File: src/rtl/load_store_unit.sv
// Load/store unit: aligned loads with sign/zero extension, word stores,
// and sub-word stores via read-modify-write against a word-wide data memory.
module load_store_unit #(
  parameter int unsigned ADDR_WIDTH = 32,
  parameter int unsigned BIT_WIDTH  = 32
) (
  input  logic                  clk,
  input  logic                  rst_n,
  input  logic                  req_valid,
  output logic                  req_ready,
  input  logic [ADDR_WIDTH-1:0] req_addr,
  input  logic [BIT_WIDTH-1:0]  req_wdata,
  input  logic                  req_we,
  input  logic                  req_byte,
  input  logic                  req_half,
  input  logic                  req_unsigned,
  output logic                  resp_valid,
  input  logic                  resp_ready,
  output logic [BIT_WIDTH-1:0]  resp_data,
  output logic                  resp_err,
  output logic [ADDR_WIDTH-1:0] mem_readAddr,
  output logic [ADDR_WIDTH-1:0] mem_writeAddr,
  output logic [BIT_WIDTH-1:0]  mem_writeData,
  output logic                  mem_writeEn,
  output logic                  mem_addr_byte,
  output logic                  mem_addr_half,
  input  logic [BIT_WIDTH-1:0]  mem_readData
);

  localparam int unsigned BYTE_W = 8;
  localparam int unsigned HALF_W = 16;

  typedef enum logic [2:0] {IDLE, LOAD, MERGE, WRITE, RESP} state_t;

  state_t                state_q, state_d;
  logic [ADDR_WIDTH-1:0] addr_q;
  logic [BIT_WIDTH-1:0]  wdata_q;
  logic                  byte_q, half_q, unsigned_q;

  logic                  accept;
  logic                  req_is_byte, req_is_half, req_misaligned;
  logic                  is_byte, is_half;
  logic [ADDR_WIDTH-1:0] word_addr;
  logic [BIT_WIDTH-1:0]  load_ext, merged;

  // Size decode; both size bits set means word.
  assign req_is_byte    = req_byte & ~req_half;
  assign req_is_half    = req_half & ~req_byte;
  assign req_misaligned = req_is_half ? req_addr[0]
                        : (req_is_byte ? 1'b0 : (req_addr[1:0] != 2'b00));
  assign is_byte        = byte_q & ~half_q;
  assign is_half        = half_q & ~byte_q;
  assign accept         = req_valid && (state_q == IDLE);
  assign word_addr      = {addr_q[ADDR_WIDTH-1:2], 2'b00};

  // State register.
  always_ff @(posedge clk or negedge rst_n) begin
    if (!rst_n) state_q <= IDLE;
    else        state_q <= state_d;
  end

  // Next-state decode.
  always_comb begin
    state_d = state_q;
    unique case (state_q)
      IDLE: begin
        if (req_valid) begin
          if (req_misaligned)                    state_d = RESP;
          else if (!req_we)                      state_d = LOAD;
          else if (!req_is_byte && !req_is_half) state_d = WRITE;
          else                                   state_d = MERGE;
        end
      end
      LOAD:    state_d = RESP;
      MERGE:   state_d = WRITE;
      WRITE:   state_d = RESP;
      RESP:    if (resp_ready) state_d = IDLE;
      default: state_d = IDLE;
    endcase
  end

  // Extend the right-justified load data from memory.
  always_comb begin
    load_ext = mem_readData;
    if (is_byte)
      load_ext = {{(BIT_WIDTH-BYTE_W){mem_readData[BYTE_W-1] & ~unsigned_q}},
                  mem_readData[BYTE_W-1:0]};
    else if (is_half)
      load_ext = {{(BIT_WIDTH-HALF_W){mem_readData[HALF_W-1] & ~unsigned_q}},
                  mem_readData[HALF_W-1:0]};
  end

  // Splice store data into the word read back from memory.
  always_comb begin
    merged = mem_readData;
    if (is_byte) begin
      unique case (addr_q[1:0])
        2'd0:    merged[7:0]   = wdata_q[7:0];
        2'd1:    merged[15:8]  = wdata_q[7:0];
        2'd2:    merged[23:16] = wdata_q[7:0];
        default: merged[31:24] = wdata_q[7:0];
      endcase
    end else if (addr_q[1]) begin
      merged[31:16] = wdata_q[15:0];
    end else begin
      merged[15:0]  = wdata_q[15:0];
    end
  end

  // Request latch, merged store word and response payload.
  always_ff @(posedge clk or negedge rst_n) begin
    if (!rst_n) begin
      addr_q     <= '0;
      wdata_q    <= '0;
      byte_q     <= 1'b0;
      half_q     <= 1'b0;
      unsigned_q <= 1'b0;
      resp_data  <= '0;
      resp_err   <= 1'b0;
    end else if (accept) begin
      addr_q     <= req_addr;
      wdata_q    <= req_wdata;
      byte_q     <= req_byte;
      half_q     <= req_half;
      unsigned_q <= req_unsigned;
      resp_data  <= '0;
      resp_err   <= req_misaligned;
    end else if (state_q == LOAD) begin
      resp_data  <= load_ext;
    end else if (state_q == MERGE) begin
      wdata_q    <= merged;
    end
  end

  // Handshake flags registered from the next state.
  always_ff @(posedge clk or negedge rst_n) begin
    if (!rst_n) begin
      req_ready  <= 1'b1;
      resp_valid <= 1'b0;
    end else begin
      req_ready  <= (state_d == IDLE);
      resp_valid <= (state_d == RESP);
    end
  end

  // Memory port decode from state and latched request only.
  always_comb begin
    mem_readAddr  = '0;
    mem_writeAddr = '0;
    mem_writeData = '0;
    mem_writeEn   = 1'b0;
    mem_addr_byte = 1'b0;
    mem_addr_half = 1'b0;
    unique case (state_q)
      LOAD: begin
        mem_readAddr  = addr_q;
        mem_addr_byte = is_byte;
        mem_addr_half = is_half;
      end
      MERGE: mem_readAddr = word_addr;
      WRITE: begin
        mem_writeEn   = 1'b1;
        mem_writeAddr = word_addr;
        mem_writeData = wdata_q;
      end
      default: ;
    endcase
  end

endmodule

File: config.mk
export PLATFORM = sky130hd
export DESIGN_NAME = load_store_unit
export DESIGN_NICKNAME = d
export VERILOG_FILES = /design/src/rtl/load_store_unit.sv
export SDC_FILE = /design/constraint.sdc
export NUM_CORES = 1
export LEC_CHECK = 0
export ABC_CLOCK_PERIOD_IN_PS = 4960
export CAP_MARGIN = 40
export CORE_MARGIN = 1
export CORE_UTILIZATION = 47
export CTS_BUF_LIST = sky130_fd_sc_hd__clkbuf_8 sky130_fd_sc_hd__clkbuf_16
export DETAILED_ROUTE_END_ITERATION = 8
export GPL_TIMING_DRIVEN = 0
export PLACE_DENSITY_LB_ADDON = 0.25
export REMOVE_ABC_BUFFERS = 1
export SKIP_CTS_REPAIR_TIMING = 1
export SLEW_MARGIN = 10
export SYNTH_ARGS = -nofsm -noshare
export SYNTH_HDL_FRONTEND = slang
export SYNTH_SLANG_ARGS = --single-unit
File: constraint.sdc
create_clock -name clk -period 4.96 [get_ports clk]
set_clock_uncertainty 0.05 [all_clocks]
set_input_delay 0.496 -clock clk [delete_from_list [all_inputs] [get_ports clk]]
set_output_delay 0.496 -clock clk [all_outputs]
set_load 0.005 [all_outputs]
==> results.cfg, run 1 <==
[cts]
cts_made_buffers = 9
clockRootBuffer = clkbuf_16
clock-sinks = 105
cts_htree_levels = 3
cts_tree = yes
clk_pin_slew_ps = 70
cts_buffer_depth = 2
clk_latency_ps = 350

[routing]
routedWlPerCell_um = 18.33
via_per_inst = 5.474
drc = 40
dr.pass1.iters = 7
drt_iter0_drc = 257
postRouteAntennaNets = 0
vias = 5271
routed_wl_um = 17650

[timing]
fmax_mhz = 302.0
finalHoldViolCount = 0
whs_ps = 29.49
finalMaxSlewViolations = 0
setup_viol = 0
worst_pin_slew_ps = 850.3
relSlewSlack_pct = 43.25
period_needed_ps = 3311
worst_slack_ps = 1649
fin_crit_sh_pct = 66.76
fin_tns_setup_ps = 0
grt_setup_unrepaired = false

[flow_run]
max-cap-violations = 0

[global_routing]
overflow = 0
grt_pass1_wl_um = 27720
antenna_found_initial = 0
grtUsageTotal_pct = 28.79
grt_pass1_vias = 5282
grt_max_degree = 59

[outcome]
outcome = finished, violations left
violations = DRC

[min_path]
hp-class = in2async

[yosys]
async_reset_ff_share_pct = 100.0
synth_area_per_cell_um2 = 9.440
synth_edf_count = 0
synth_top_cell_by_area = dfrtp_1
yosysSeqAreaShare_pct = 46.80
synthCells = 595
ys_types = 45
synthTopCellsByCount = dfrtp_1 (104), and2_1 (93), nor2_1 (73), nand2_1 (49), mux2_2 (41)
netlist_area_mm2 = 0.005617
synth_top_area_share_pct = 46.34
synth_seq_cells = 105
yosys_warnings = 0
yosysMostFrequentCell = dfrtp_1
synth_area_leaders = dfrtp_1 (46%), and2_1 (10%), mux2_2 (8.2%), nor2_1 (4.9%), nand2_1 (3.3%)
synthFlopType = dfrtp_1

[layout]
stdcell_count = 963
diodes = 0
stdcell_area_mm2 = 0.008482
area_delta_synth_final_pct = 51.01
fin_nets = 921
fillCellCount = 869
drive_above_1_share_pct = 12.20
post-route-util_pct = 73.65

[worst_setup_path]
cp-end-kind = primary output
critPathKind = reg2out
crit_fanout = 30
cp_data_required_time_ps = 4410
r2r-end = resp_data[25]$_DFFE_PN0P_
worstReg2RegStart = state_q[1]$_DFF_PN0_
regToRegSetupSlack_ps = 2460
cp-start-kind = flip-flop
worstPathArrival_ps = 2770
r2r_cells = 6

[place]
dp.cells = 945
dpl.hpwl_um = 13240
dp_slack_ps = 1709
gp_congestion = 0.8173
port_buffers = 235
place_area_mm2 = 0.008145

[floorplan]
die_x_um = 111.3
die_h_um = 111.3
core_mm2 = 0.01152
dieArea_mm2 = 0.01239
ios = 238
rows = 39
initial_core_util_pct = 48.77

[power]
peakVddDrop_mv = 0.3100
total_power_mw = 4.343
power_density_mw_per_mm2 = 512.0
power.leakage_nw = 3.463
-- power breakdown --
group / internal (mW) / leakage (nW) / switching, mW
sequential: 1.29 / 1.29 / 0.373
combinational: 1.08 / 2.02 / 0.877
clock: 0.414 / 0.156 / 0.306
-- worst max path at each step --
stage                                     from                      end  slack, ps  cells after the start
after floorplan           state_q[1]$_DFF_PN0_  wdata_q[10]$_DFFE_PN0P_      -2950                      3
after global routing      state_q[1]$_DFF_PN0_         mem_readAddr[12]       1490                      5
after global placement               req_valid   wdata_q[8]$_DFFE_PN0P_      -6800                      4
final                     state_q[1]$_DFF_PN0_          mem_readAddr[5]       1650                      5
after detailed placement             req_valid   addr_q[10]$_DFFE_PN0P_       1710                      7
after CTS                 state_q[1]$_DFF_PN0_         mem_readAddr[30]       1620                      5
-- cell type report --
class,instances,area [um2],share of cell area (%)
clock buffers,11,252.7,2.980
clock inverters,5,48.80,0.5753
inverters,6,22.52,0.2655
multi-input cells,438,2750,32.42
flip-flops and latches,105,2629,30.99
well taps,143,178.9,2.109
repair buffers,255,2600,30.65
-- worst max-delay path: stages, from the launching register on --
cell	delay [ps]
dfrtp_1	670
buf_8	250
xnor2_1	100
nor2_2	650
and2_1	240
clkdlybuf4s50_1	510
-- routing by layer --
layer | up-vias | global-route usage [%] | part of all wire (%)
met4 | 0 | 14.23 | 3.5
met5 | - | 2.353 | 0
met2 | 221 | 49.50 | 50
li1 | 2462 | - | -
met1 | 2542 | 34.10 | 39
met3 | 46 | 6.014 | 7.9
-- cells by family after synthesis --
logic type	synth area share, %
simple gates	23.06
mux	11.07
compound gates	13.86
buf+inv	4.544
other cells	0.06677
flops	46.80
fa+ha+maj	0.4455
xor+xnor	0.1560
-- state kept, by name, summed over array words and instances (netlist names) --
name and cells:
addr_q 32, byte_q 1, half_q 1, req_ready 1, resp_data 32, resp_err 1
resp_valid 1, state_q 3, unsigned_q 1, wdata_q 32
-- cells in the final DEF, fill, tap and decap left out, types with 2 or more instances in the layout --
master and instances:
clkdlybuf4s50_1 234, dfrtp_1 104, and2_1 93, nor2_1 72, nand2_1 49, mux2_2 41
a21oi_1 35, o21ai_0 26, mux2i_1 16, nor3_1 16, buf_4 11, nand2b_1 10
inv_1 9, o22ai_1 9, clkbuf_16 9, o21ai_2 8, a22oi_1 8, o22a_1 8
o221a_2 8, a211oi_1 7, nor2b_1 3, a31oi_1 3, buf_16 3, buf_8 3
or3b_2 2, o21ai_1 2, nand3_1 2, ha_1 2, conb_1 2, clkbuf_8 2
buf_6 2
Power figures use the tool's default switching activity.
==> inputs of run 2 (changes only) <==
--- a/config.mk
+++ b/config.mk
@@ -5,10 +5,10 @@
 export SDC_FILE = /design/constraint.sdc
 export NUM_CORES = 1
 export LEC_CHECK = 0
-export ABC_CLOCK_PERIOD_IN_PS = 4960
+export ABC_CLOCK_PERIOD_IN_PS = 3200
 export CAP_MARGIN = 40
 export CORE_MARGIN = 1
-export CORE_UTILIZATION = 47
+export CORE_UTILIZATION = 43
 export CTS_BUF_LIST = sky130_fd_sc_hd__clkbuf_8 sky130_fd_sc_hd__clkbuf_16
 export DETAILED_ROUTE_END_ITERATION = 8
 export GPL_TIMING_DRIVEN = 0
==> constraint.sdc (replaced) <==
create_clock -name clk -period 3.2 [get_ports clk]
set_clock_uncertainty 0.05 [all_clocks]
set_input_delay 0.32 -clock clk [delete_from_list [all_inputs] [get_ports clk]]
set_output_delay 0.32 -clock clk [all_outputs]
set_load 0.005 [all_outputs]
==> results.cfg, run 2 (synthesis results as in run 1) <==
[timing]
fin_crit_sh_pct = 92.47
fin_tns_setup_ps = 0
whs_ps = 335.2
fmax_mhz = 337.9
setup_viol = 0
period_needed_ps = 2959
worst_pin_slew_ps = 897.7
relSlewSlack_pct = 40.16
worst_slack_ps = 241.0
grt_setup_unrepaired = false
finalMaxSlewViolations = 0
finalHoldViolCount = 0

[worst_setup_path]
worstPathArrival_ps = 2590
cp-start-kind = flip-flop
crit_fanout = 26
critPathKind = reg2out
cp-end-kind = primary output
cp_data_required_time_ps = 2830

[routing]
drt_iter0_drc = 201
vias = 5183
routedWlPerCell_um = 17.27
dr.pass1.iters = 4
via_per_inst = 5.220
postRouteAntennaNets = 0
routed_wl_um = 17150
drc = 0

[power]
total_power_mw = 6.719
peakVddDrop_mv = 0.4226
power_density_mw_per_mm2 = 787.9
power.leakage_nw = 3.468

[global_routing]
grt_max_degree = 83
grt_pass1_vias = 5074
grt_pass1_wl_um = 26600
grtUsageTotal_pct = 26.01
antenna_found_initial = 0
overflow = 0

[cts]
clk_pin_slew_ps = 70
cts_tree = yes
clockRootBuffer = clkbuf_16
clock-sinks = 105
cts_made_buffers = 9
clk_latency_ps = 340
cts_buffer_depth = 2
cts_htree_levels = 3

[outcome]
outcome = finished clean

[floorplan]
initial_core_util_pct = 44.33
core_mm2 = 0.01267
dieArea_mm2 = 0.01352
die_h_um = 116.3
ios = 238
rows = 41
die_x_um = 116.3

[layout]
diodes = 0
stdcell_count = 993
layout_common_cells = clkdlybuf4s50_1 (234), dfrtp_1 (104), and2_1 (93), nor2_1 (73), nand2_1 (49)
reg.largest.list = addr_q: 32 flops, resp_data: 32 flops, wdata_q: 32 flops
drive_above_1_share_pct = 12.30
final_common_cell = clkdlybuf4s50_1
fin_nets = 922
area_delta_synth_final_pct = 51.84
stdcell_area_mm2 = 0.008528
post-route-util_pct = 67.31

[place]
place_area_mm2 = 0.008197
dpl.hpwl_um = 12950
port_buffers = 235
dp_slack_ps = 195.9
dp.cells = 976
gp_congestion = 0.8070

[min_path]
hp-class = in2async

[flow_run]
max-cap-violations = 0
==> run 2: path summary, 6_finish.rpt <==
check,start,endpoint,slack [ps],cells past startpoint
hold / removal,rst_n,resp_data[21]$_DFFE_PN0P_,340,2
max in group asynchronous,rst_n,addr_q[16]$_DFFE_PN0P_,2070,3
setup / recovery,state_q[2]$_DFF_PN0_,mem_readAddr[27],240,4
setup reg to reg,state_q[2]$_DFF_PN0_,resp_data[16]$_DFFE_PN0P_,750,5
hold reg to reg,resp_data[9]$_DFFE_PN0P_,resp_data[9]$_DFFE_PN0P_,430,2
min in group clk,resp_data[9]$_DFFE_PN0P_,resp_data[9]$_DFFE_PN0P_,430,2
==> run 2: final cells by class <==
class | instances | area (um2)
inverter | 6 | 22.52
fill | 1037 | 4143
clock inverter | 6 | 82.58
sequential | 105 | 2629
tap | 172 | 215.2
timing repair buffer | 256 | 2592
multi-input combinational | 438 | 2748
clock buffer | 10 | 239.0
==> run 2: per-layer routing <==
layer / vias to the layer above / GRT usage (%) / share of wire [%]
met5: - / 0 / 0
met4: 0 / 11.20 / 3.2
met3: 39 / 7.369 / 8.3
met2: 221 / 43.59 / 49
met1: 2448 / 31.27 / 39
li1: 2475 / - / -
==> run 2: power breakdown <==
part           internal (mW)  switching [mW]  leakage, nW
Sequential              2.00           0.590         1.29
Combinational           1.66            1.28         2.02
Clock                  0.703           0.490        0.164
Total                   4.36            2.36         3.47
==> run 2: critical path, cell delays in order (launching register included) <==
cell and delay [ps]:
dfrtp_1 710, nor2_1 570, buf_4 300, and2_1 150, clkdlybuf4s50_1 520
